<file path="src/rtl/cpu_pkg.sv">
// Shared CPU definitions: condition-code encoding and NZCV flag bit positions.
// Used by the retire stage and by any branch logic that evaluates conditions.
package cpu_pkg;

    localparam int unsigned N_BIT = 3;
    localparam int unsigned Z_BIT = 2;
    localparam int unsigned C_BIT = 1;
    localparam int unsigned V_BIT = 0;

    typedef enum logic [3:0] {
        CondEq = 4'h0,
        CondNe = 4'h1,
        CondCs = 4'h2,
        CondCc = 4'h3,
        CondMi = 4'h4,
        CondPl = 4'h5,
        CondVs = 4'h6,
        CondVc = 4'h7,
        CondHi = 4'h8,
        CondLs = 4'h9,
        CondGe = 4'hA,
        CondLt = 4'hB,
        CondGt = 4'hC,
        CondLe = 4'hD,
        CondAl = 4'hE,
        CondNv = 4'hF
    } cond_e;

endpackage

</file>
<file path="src/rtl/cond_eval.sv">
// Combinational condition-code evaluator: (cond, nzcv) -> pass.
module cond_eval
    import cpu_pkg::*;
(
    input  logic [3:0] cond,
    input  logic [3:0] nzcv,
    output logic       pass
);

    logic n, z, c, v;

    assign n = nzcv[N_BIT];
    assign z = nzcv[Z_BIT];
    assign c = nzcv[C_BIT];
    assign v = nzcv[V_BIT];

    always_comb begin
        pass = 1'b0;
        case (cond_e'(cond))
            CondEq:  pass = z;
            CondNe:  pass = !z;
            CondCs:  pass = c;
            CondCc:  pass = !c;
            CondMi:  pass = n;
            CondPl:  pass = !n;
            CondVs:  pass = v;
            CondVc:  pass = !v;
            CondHi:  pass = c && !z;
            CondLs:  pass = !c || z;
            CondGe:  pass = (n == v);
            CondLt:  pass = (n != v);
            CondGt:  pass = !z && (n == v);
            CondLe:  pass = z || (n != v);
            CondAl:  pass = 1'b1;
            CondNv:  pass = 1'b0;
            default: pass = 1'b0;
        endcase
    end

endmodule

</file>
<file path="src/rtl/alu_flag_retire.sv">
// ALU retire stage: condition check, architectural NZCV update and a 2-entry writeback buffer.
// Optional failed-condition counter enabled by defining COND_SKIP_CNT_EN.
module alu_flag_retire
    import cpu_pkg::*;
#(
    parameter int unsigned DATA_W = 32,
    parameter int unsigned RD_W   = 5
) (
    input  logic              clk,
    input  logic              rst,
    input  logic              in_valid,
    output logic              in_ready,
    input  logic [DATA_W-1:0] in_f,
    input  logic [3:0]        in_nzcv,
    input  logic              in_s,
    input  logic              in_wb,
    input  logic [3:0]        in_cond,
    input  logic [RD_W-1:0]   in_rd,
    output logic              flag_c,
    output logic              flag_v,
    output logic [3:0]        nzcv_q,
    output logic              out_valid,
    input  logic              out_ready,
    output logic [DATA_W-1:0] out_f,
    output logic [RD_W-1:0]   out_rd,
    output logic [15:0]       skip_cnt
);

    logic [1:0]        count_q, count_d;
    logic              head_q, head_d;
    logic              tail;
    logic [DATA_W-1:0] buf_f_q  [2];
    logic [RD_W-1:0]   buf_rd_q [2];

    logic pass;
    logic accept;
    logic push;
    logic pop;
    logic set_flags;

    cond_eval u_cond_eval (
        .cond (in_cond),
        .nzcv (nzcv_q),
        .pass (pass)
    );

    // Ready comes from the registered count only, so a pop cannot free a slot in the same cycle.
    assign in_ready  = (count_q != 2'd2);
    assign accept    = in_valid && in_ready;
    assign push      = accept && pass && in_wb;
    assign set_flags = accept && pass && in_s;

    assign out_valid = (count_q != 2'd0);
    assign pop       = out_valid && out_ready;
    assign out_f     = buf_f_q[head_q];
    assign out_rd    = buf_rd_q[head_q];

    // With one entry held the free slot is the one opposite the head.
    assign tail = head_q ^ (count_q == 2'd1);

    assign flag_c = nzcv_q[C_BIT];
    assign flag_v = nzcv_q[V_BIT];

    always_comb begin
        count_d = count_q;
        head_d  = head_q;
        if (push && !pop) begin
            count_d = count_q + 2'd1;
        end else if (pop && !push) begin
            count_d = count_q - 2'd1;
        end
        if (pop) begin
            head_d = !head_q;
        end
    end

    always_ff @(posedge clk) begin
        if (rst) begin
            count_q     <= 2'd0;
            head_q      <= 1'b0;
            nzcv_q      <= 4'd0;
            buf_f_q[0]  <= '0;
            buf_f_q[1]  <= '0;
            buf_rd_q[0] <= '0;
            buf_rd_q[1] <= '0;
        end else begin
            count_q <= count_d;
            head_q  <= head_d;
            if (set_flags) begin
                nzcv_q <= in_nzcv;
            end
            if (push) begin
                buf_f_q[tail]  <= in_f;
                buf_rd_q[tail] <= in_rd;
            end
        end
    end

`ifdef COND_SKIP_CNT_EN
    logic [15:0] skip_cnt_q;

    always_ff @(posedge clk) begin
        if (rst) begin
            skip_cnt_q <= 16'd0;
        end else if (accept && !pass && (skip_cnt_q != 16'hFFFF)) begin
            skip_cnt_q <= skip_cnt_q + 16'd1;
        end
    end

    assign skip_cnt = skip_cnt_q;
`else
    assign skip_cnt = 16'd0;
`endif

endmodule

</file>
<file path="config.mk">
export PLATFORM = sky130hd
export DESIGN_NAME = alu_flag_retire
export DESIGN_NICKNAME = d
export VERILOG_FILES = /design/src/rtl/cpu_pkg.sv /design/src/rtl/cond_eval.sv /design/src/rtl/alu_flag_retire.sv
export SDC_FILE = /design/constraint.sdc
export NUM_CORES = 1
export LEC_CHECK = 0
export ABC_AREA = 0
export CORE_MARGIN = 2
export CORE_UTILIZATION = 48
export DETAILED_ROUTE_END_ITERATION = 16
export HOLD_SLACK_MARGIN = 0.02
export PLACE_DENSITY = 0.89
export SYNTH_ARGS = -nofsm -noshare
export SYNTH_HDL_FRONTEND = slang
export SYNTH_HIERARCHICAL = 1
export SYNTH_SLANG_ARGS = --single-unit
</file>
<file path="constraint.sdc">
create_clock -name clk -period 3.6 [get_ports clk]
set_input_delay 0.72 -clock clk [delete_from_list [all_inputs] [get_ports clk]]
set_output_delay 0.72 -clock clk [all_outputs]
set_load 0.1 [all_outputs]
</file>
After elaboration in Yosys (flattened, before gate mapping)

Memories as Yosys holds them, arrays and structs flattened. A register that Yosys moved wholly into a read port is not among the register bits.
Index checks and enable logic that the tools add are counted.

Logic and storage cells: 68
Output and inout bits: 61
Memory bits (writable): 74
Register bits after elaboration: 7
Memories kept: 2

Memories:

| name     | depth | width | rd ports | clocked after memory_dff | wr ports | RTL line              | source |
|---|---|---|---|---|---|---|---|
| buf_f_q  | 2     | 32    | 1        | 1                        | 2        | alu_flag_retire.sv:32 | `logic [DATA_W-1:0] buf_f_q [2];` |
| buf_rd_q | 2     | 5     | 1        | 1                        | 2        | alu_flag_retire.sv:33 | `logic [RD_W-1:0] buf_rd_q [2];` |

Reductions and logical operators: 23
Bitwise gates (word level): 1
Multiplexer cells: 18
Equal/unequal tests: 19
Add/sub/neg operators: 2

Operators by type and width:

| operator            | count |
|---|---|
| $eq 4x4->1 const B  | 8 |
| $mux 32             | 1 |
| $reduce_or 32->1    | 1 |
| $eq 4x3->1 const B  | 4 |
| $pmux 1 s16         | 1 |
| $mux 1              | 13 |
| $logic_and 1x1->1   | 9 |
| $eq 4x2->1 const B  | 2 |
| $logic_not 1->1     | 7 |
| $mux 5              | 1 |
| $reduce_or 5->1     | 1 |
| $eq 4x1->1 const B  | 1 |
| $logic_not 4->1     | 1 |
| $mux 2              | 2 |
| $reduce_bool 2->1   | 2 |
| $add 2x1->2 const B | 1 |
| $eq 2x1->1 const B  | 1 |
| $logic_or 1x1->1    | 2 |
| $ne 2x2->1 const B  | 1 |
| $sub 2x1->2 const B | 1 |
| $eq 1x1->1          | 1 |
| $ne 1x1->1          | 1 |
| $xor 1x1->1         | 1 |

Depth between registers and ports, before layout

Gate-level depths: netlist (run 1).

Depth after elaboration: 10
Gate-level depth with buffers: 11
Depth with buffers taken out: 10

Hierarchy

Netlist (run 1), hierarchy kept.

By module, submodules not included:

| module          | cells each | area an instance (um2) | times used |
|---|---|---|---|
| alu_flag_retire | 299        | 3778.6                 | 1 |
| cond_eval       | 23         | 155.1                  | 1 |

Worst setup path before layout (run 1)

No wires, ideal clock.

Path kind: register to register
Start point: register nzcv_q[0]
End point: memory buf_f_q[1][0] (enable)
Stages on the path, launching flop included: 10
Required time: 3.200 ns
Setup slack: -0.158 ns
Period minus slack after synthesis: 3.758 ns
Arrival: 3.358 ns
Path through: dfxtp_1 -> xor2_1 -> xor2_1 -> a2111oi_1 -> a311oi_1 -> o22ai_1 -> and4b_1 -> nand2b_1 -> buf_2 -> nand2b_1

RTL lines:

| what                     | RTL line              | source |
|---|---|---|
| start: declaration       | alu_flag_retire.sv:21 | `output logic [3:0] nzcv_q,` |
| start signal: assignment | alu_flag_retire.sv:90 | `nzcv_q <= in_nzcv;` |
| end: declaration         | alu_flag_retire.sv:32 |  |

==> results.cfg, run 1 <==
[sta]
tightest_slew_ns = 0.985
setup_viol = 0
hold_ws_ns = 0.520
hold_viol = 0
min_period_over_period_pct = 85.9
slew_violations = 0
rsz0062_at_grt = false
fmax_mhz = 323
finalClockSkew_ns = 0.00981
fin_ws_ns = 0.507
fin_setup_tns_ns = 0
slew_headroom_pct = 34.1
min_period_ns = 3.09

[floorplan]
core_sq_um = 8090
fp.dieW_um = 94.5
num_rows = 33
dieArea_sq_um = 8940
initial_core_util_pct = 48.6
io_pins = 112
die_h_um = 94.5

[logic_synthesis]
synthSimpleGateAreaFrac_pct = 15.8
synth_top_area_share_pct = 56.5
avgSynthCellArea_sq_um = 12.2
synth_top_area_cell = edfxtp_1
synth_edf_count = 74
async_flop_share_pct = 0
ys_ff_latch = 82
synth_area_leaders = edfxtp_1 (56%), mux2_2 (11%), nor2_1 (7.8%)
synth-compound-area-share_pct = 1.81
synthXorXnorAreaFrac_pct = 1.56
synth_cells = 322
synthMuxAreaShare_pct = 12.1
synth_cell_type_count = 29
ys.flop_type = edfxtp_1
synth-warning-count = 6
synth_area_sq_um = 3930
synthTopCellsByCount = nor2_1 (82), edfxtp_1 (74), nand2b_1 (42), mux2_2 (37), buf_4 (21)
yosysSeqAreaShare_pct = 60.6
synthAdderAreaFrac_pct = 1.27
yosysMostFrequentCell = nor2_1
synth_top_family_by_area = simple AND/OR/NAND/NOR gates

[routing]
antenna_left = 0
route.met2.wl_um = 3900
vias_per_cell = 4.93
dr_wl_met3_um = 432
wl_per_cell_um = 14.7
wl_met1_um = 3150
drc = 0
drt-initial-drc-count = 142
highest_layer = met4
vias = 2581
wl_um = 7680
dr.pass1.iters = 5

[clocking]
post_cts_resized = 0
postCtsHoldBufs = 0
cts_tree = built
path_clk_slew_ns = 0.08
cts-root-buf = clkbuf_8
worstSkewPairLatency_ns = 0.34
clkSinkCount = 82
htreeDepth = 3
cts_buffers = 9
post_cts_buffers = 0
cts.path.max_buffers = 2

[critical_path]
slowest_stage = clkdlybuf4s50_1
critPathMaxStageDelay_ns = 0.64
arrival_ns = 3.13
worstSetupStartpoint = in_cond[0]
critical_path_required_ns = 3.64
r2r_start = nzcv_q[0]$_SDFFE_PP0P_
crit_fanout = 37
crit_path_start_kind = input port
cp-end-kind = register
path_delay_family = buffers and inverters
path_buf_inv = 2
path_cells = clkdlybuf4s50_1 -> nor2b_1 -> a211oi_1 -> a2111oi_1 -> a311oi_1 -> o22ai_1 -> and4b_1 -> nand2_1 -> nand2b_2 -> buf_12
crit_type = in -> reg

[global_route]
grt_pass1_wl_um = 11900
grt_max_degree = 38
overflow = 0
grt_pass1_vias = 2606
grtUsageTotal_pct = 17.8
antenna_found_initial = 0

[finish]
nets = 469
stdcell_area_sq_um = 5000
syn2layout_area_growth_pct = 27.1
diodes = 0
drive_gt1_share_pct = 24.8
final_cells = 524

[placed_design]
gp_congestion = 0.876
place_inst = 508
dpl_cell_area_sq_um = 4820
hpwl_um = 5180
portBuffers = 95
dp_worst_setup_slack_ns = 0.206

[power_and_ir_drop]
leakagePower_nw = 1.92
p_clk_share_pct = 17.3
power.switching_mw = 1.59
peakVddDrop_uv = 290
power_density_nw_per_um2 = 679
p_sw_share_pct = 46.9
combPwrFrac_pct = 46.6
p_seq_share_pct = 36.1
intPower_mw = 1.80

[min_path]
worstHoldPathType = reg -> reg
min_from = head_q$_SDFFE_PP0P_

[run_status]
status = finished clean

[flow_run]
maxCapViolCount = 0
[kinds of logic (layout without fill, tap and decap cells)]
logic type | Yosys count | count (layout)
AO/OA/AOI/OAI | 11 | 11
other | 1 | 16
adder cells (fa/ha/maj) | 4 | 4
buffers and inverters | 42 | 124
XOR/XNOR | 7 | 7
flip-flops | 82 | 82
multiplexers | 43 | 43
AND/OR/NAND/NOR | 132 | 132
[path summary, 6_finish.rpt]
path / slack, ns / end / cells past startpoint
min: 0.52 / register / 2
min reg2reg: 0.52 / register / 2
max reg2reg: 0.96 / buf_f_q[0][4]$_SDFFCE_PN0P_ / 9
max: 0.51 / buf_f_q[0][4]$_SDFFCE_PN0P_ / 10
[worst reg2reg max path: cells and delay by family (launching register included)]
kind                      cells  cell delay (ns)
DFF                           1             0.41
and+or+nand+nor               3             0.54
AOI/OAI and AO/OA             3             0.72
buffers and inverters         1             0.23
xor gates and xnor gates      2             0.42
[power by group through the flow]
stage | Combinational (mW) | Sequential (mW) | Clock [mW]
2_1_floorplan | 1.32 | 1.21 | 0
3_3_place_gp | 1.57 | 1.24 | 0
3_5_place_dp | 1.58 | 1.25 | 0
4_1_cts | 1.59 | 1.23 | 0.600
5_1_grt | 1.64 | 1.24 | 0.631
6_report | 1.58 | 1.23 | 0.585
[flip-flops by register name, summed over array words and instances (netlist names), named ones only]
signal	cells
buf_f_q	64
buf_rd_q	10
nzcv_q	4
count_q	2
head_q	1
[layout make-up]
type / count / area [sq um]
Multi-Input combinational cell: 213 / 1350
Inverter: 5 / 18.8
Sequential cell: 82 / 2380
Clock inverter: 7 / 52.6
Clock buffer: 9 / 124
Timing Repair Buffer: 103 / 938
Tap cell: 105 / 131
Fill cell: 651 / 3090
[through the flow]
stage / power, mW / util [%]
final: 3.39 / 61.8
after global routing: 3.51 / 61.8
after CTS: 3.42 / 61.8
after detailed placement: 2.83 / 59.6
after global placement: 2.81 / 59.6
after floorplan: 2.52 / -
[metal layers]
| metal | track usage (%) | up-vias |
|---|---|---|
| li1 | - | 1247 |
| met1 | 21.9 | 1221 |
| met2 | 30.3 | 94 |
| met3 | 3.27 | 19 |
| met4 | 8.82 | 0 |
| met5 | 0 | - |
[cells in the final DEF (no fill, tap or decap)]
| cell | instances |
|---|---|
| inv_6 | 2 |
| xor2_1 | 4 |
| clkbuf_8 | 9 |
| o22ai_1 | 1 |
| or2_2 | 1 |
| buf_12 | 2 |
| a21oi_1 | 5 |
| ha_1 | 4 |
| o22a_1 | 1 |
| dfxtp_2 | 1 |
| inv_1 | 5 |
| clkdlybuf4s50_1 | 56 |
| a2111oi_1 | 1 |
| conb_1 | 16 |
| nand2b_2 | 3 |
| clkinv_4 | 1 |
| xnor2_1 | 3 |
| clkinvlp_4 | 3 |
| dfxtp_1 | 7 |
| o21ai_0 | 1 |
| a211oi_1 | 1 |
| a311oi_1 | 1 |
| buf_4 | 45 |
| edfxtp_1 | 74 |
| and4b_1 | 1 |
| nand4b_1 | 1 |
| nand2_1 | 2 |
| nor3_1 | 1 |
| nor4b_1 | 1 |
| mux2_2 | 37 |
| nor2_1 | 82 |
| clkinv_1 | 1 |
| mux2i_1 | 6 |
| nor2b_1 | 1 |
| nand2b_1 | 39 |
Power figures use the tool's default switching activity.
==> run 2, diff against run 1 <==
- CORE_MARGIN: 2 -> 4
==> run 2 against run 1 <==
Sequential power about the same. Cell area up 0.35%. Sequential share of layout area down 0.17 points. Register-to-register slack about the same. Clock skew down 0.0013 ns. Core utilization up 2.2 points. First-iteration DRC count down 8.5%. Non-clock buffer count unchanged. Total power up 2.3%. Critical path depth unchanged. Die area up 8.6%. Clock power up 13%. Highest routed layer unchanged.
==> results.cfg, run 2 (synthesized netlist as in run 1, its figures left out) <==
[sta]
fin_setup_tns_ns = 0
hold_viol = 0
rsz0062_at_grt = false
min_period_over_period_pct = 84.7
min_period_ns = 3.05
finalClockSkew_ns = 0.00853
fmax_mhz = 328
slew_violations = 0
hold_ws_ns = 0.526
slew_headroom_pct = 33.8
tightest_slew_ns = 0.990
setup_viol = 0

[floorplan]
fp.dieW_um = 98.5
die_h_um = 98.5
core_sq_um = 7850
dieArea_sq_um = 9710
initial_core_util_pct = 50.1
io_pins = 112
num_rows = 32

[finish]
nets = 469
stdcell_area_sq_um = 5020
drive_gt1_share_pct = 24.8
largestRegisters = buf_f_q: 64 flops, buf_rd_q: 10 flops, nzcv_q: 4 flops
largest_reg_flops = 64
layout_commonest_cell = nor2_1
fillers = 599
diodes = 0
largest_register = buf_f_q
final_cell_mix = nor2_1 (82), edfxtp_1 (74), clkdlybuf4s50_1 (56)
utilization_pct = 63.9
syn2layout_area_growth_pct = 27.5

[clocking]
clkSinkCount = 82
cts.path.max_buffers = 2
cts_buffers = 9
cts_tree = built
cts-root-buf = clkbuf_8
post_cts_resized = 0
postCtsHoldBufs = 0
htreeDepth = 3
post_cts_buffers = 0
worstSkewPairLatency_ns = 0.35
path_clk_slew_ns = 0.08

[routing]
drc = 0
wl_per_cell_um = 15.5
drt-initial-drc-count = 130
wl_um = 8080
vias = 2625
antenna_left = 0
vias_per_cell = 5.04
dr.pass1.iters = 5

[critical_path]
crit_path_start_kind = input port
r2r_start = nzcv_q[0]$_SDFFE_PP0P_
r2r_setup_slack_ns = 0.97
crit_type = in -> reg
timing.rr.end = buf_rd_q[0][4]$_SDFFCE_PN0P_
worstSetupStartpoint = in_cond[0]
arrival_ns = 3.10
ff2ff_path_depth = 9
crit_fanout = 27
critical_path_required_ns = 3.65
cp-end-kind = register

[power_and_ir_drop]
peakVddDrop_uv = 467
totalPowerFinal_mw = 3.47
power_density_nw_per_um2 = 691
leakagePower_nw = 1.93

[run_status]
status = finished clean

[global_route]
grt_pass1_vias = 2607
antenna_found_initial = 0
overflow = 0
grt_max_degree = 45
grtUsageTotal_pct = 16.8
grt_pass1_wl_um = 12800

[min_path]
min_from = head_q$_SDFFE_PP0P_
min_path_cells = 2
worstHoldPathType = reg -> reg

[placed_design]
hpwl_um = 5440
gp_congestion = 0.873
portBuffers = 95
dpl_cell_area_sq_um = 4820

[flow_run]
maxCapViolCount = 0
## run 2: changes by cell type in the layout (fill, tap and decap cells not counted)
cell        delta
nand2b_1       +1
clkinv_1       -1
bufinv_16      +1
nand2b_2       -1
clkinv_2       +1
clkinvlp_4     -1
## run 2: worst max-delay path, stage by stage
cell and delay (ns):
clkdlybuf4s50_1 0.66, nor2b_1 0.20, a211oi_1 0.07, a2111oi_1 0.43
a311oi_1 0.08, o22ai_1 0.21, and4b_1 0.29, nand2_1 0.12
nand2b_2 0.12, buf_12 0.19
## run 2: through the flow
step                setup slack (ns)  std cells
finish                         0.550        521
global route                   0.440        521
CTS                            0.619        521
detailed placement             0.250        505
global placement               0.378        505
floorplan                      0.254        337
## run 2: worst max path at each step
| stage | cells past startpoint | endpoint | slack [ns] |
|---|---|---|---|
| floorplan | 9 | buf_f_q[1][0]$_SDFFCE_PN0P_ | 0.25 |
| global placement | 10 | buf_f_q[0][28]$_SDFFCE_PN0P_ | 0.38 |
| detailed placement | 10 | buf_f_q[0][11]$_SDFFCE_PN0P_ | 0.25 |
| CTS | 10 | buf_rd_q[0][4]$_SDFFCE_PN0P_ | 0.62 |
| global route | 10 | buf_f_q[1][18]$_SDFFCE_PN0P_ | 0.44 |
| finish | 10 | buf_rd_q[0][4]$_SDFFCE_PN0P_ | 0.55 |
## run 2: area by class of cell
cell class                      instances  area, sq um  share of cell area [%]
Clock inverter                          7         76.3                    1.52
Inverter                                5         18.8                   0.374
Multi-Input combinational cell        213         1350                    26.9
Timing Repair Buffer                  103          938                    18.7
Clock buffer                            9          124                    2.47
Tap cell                              102          128                    2.54
Sequential cell                        82         2380                    47.5
## run 2: metal layers
layer | vias to the layer above | share of wire, % | track usage [%]
met2 | 133 | 48 | 28.2
met5 | - | 0 | 0
met1 | 1233 | 41 | 20.8
met4 | 0 | 1.0 | 3.99
li1 | 1248 | - | -
met3 | 11 | 10 | 6.37
## run 2: power by group
group          leakage [nW]  total (mW)  internal (mW)  switching, mW
Combinational          1.00        1.58          0.402           1.18
Clock                0.0962       0.659          0.325          0.334
Sequential            0.834        1.22           1.14         0.0818
Total                  1.93        3.47           1.87           1.60
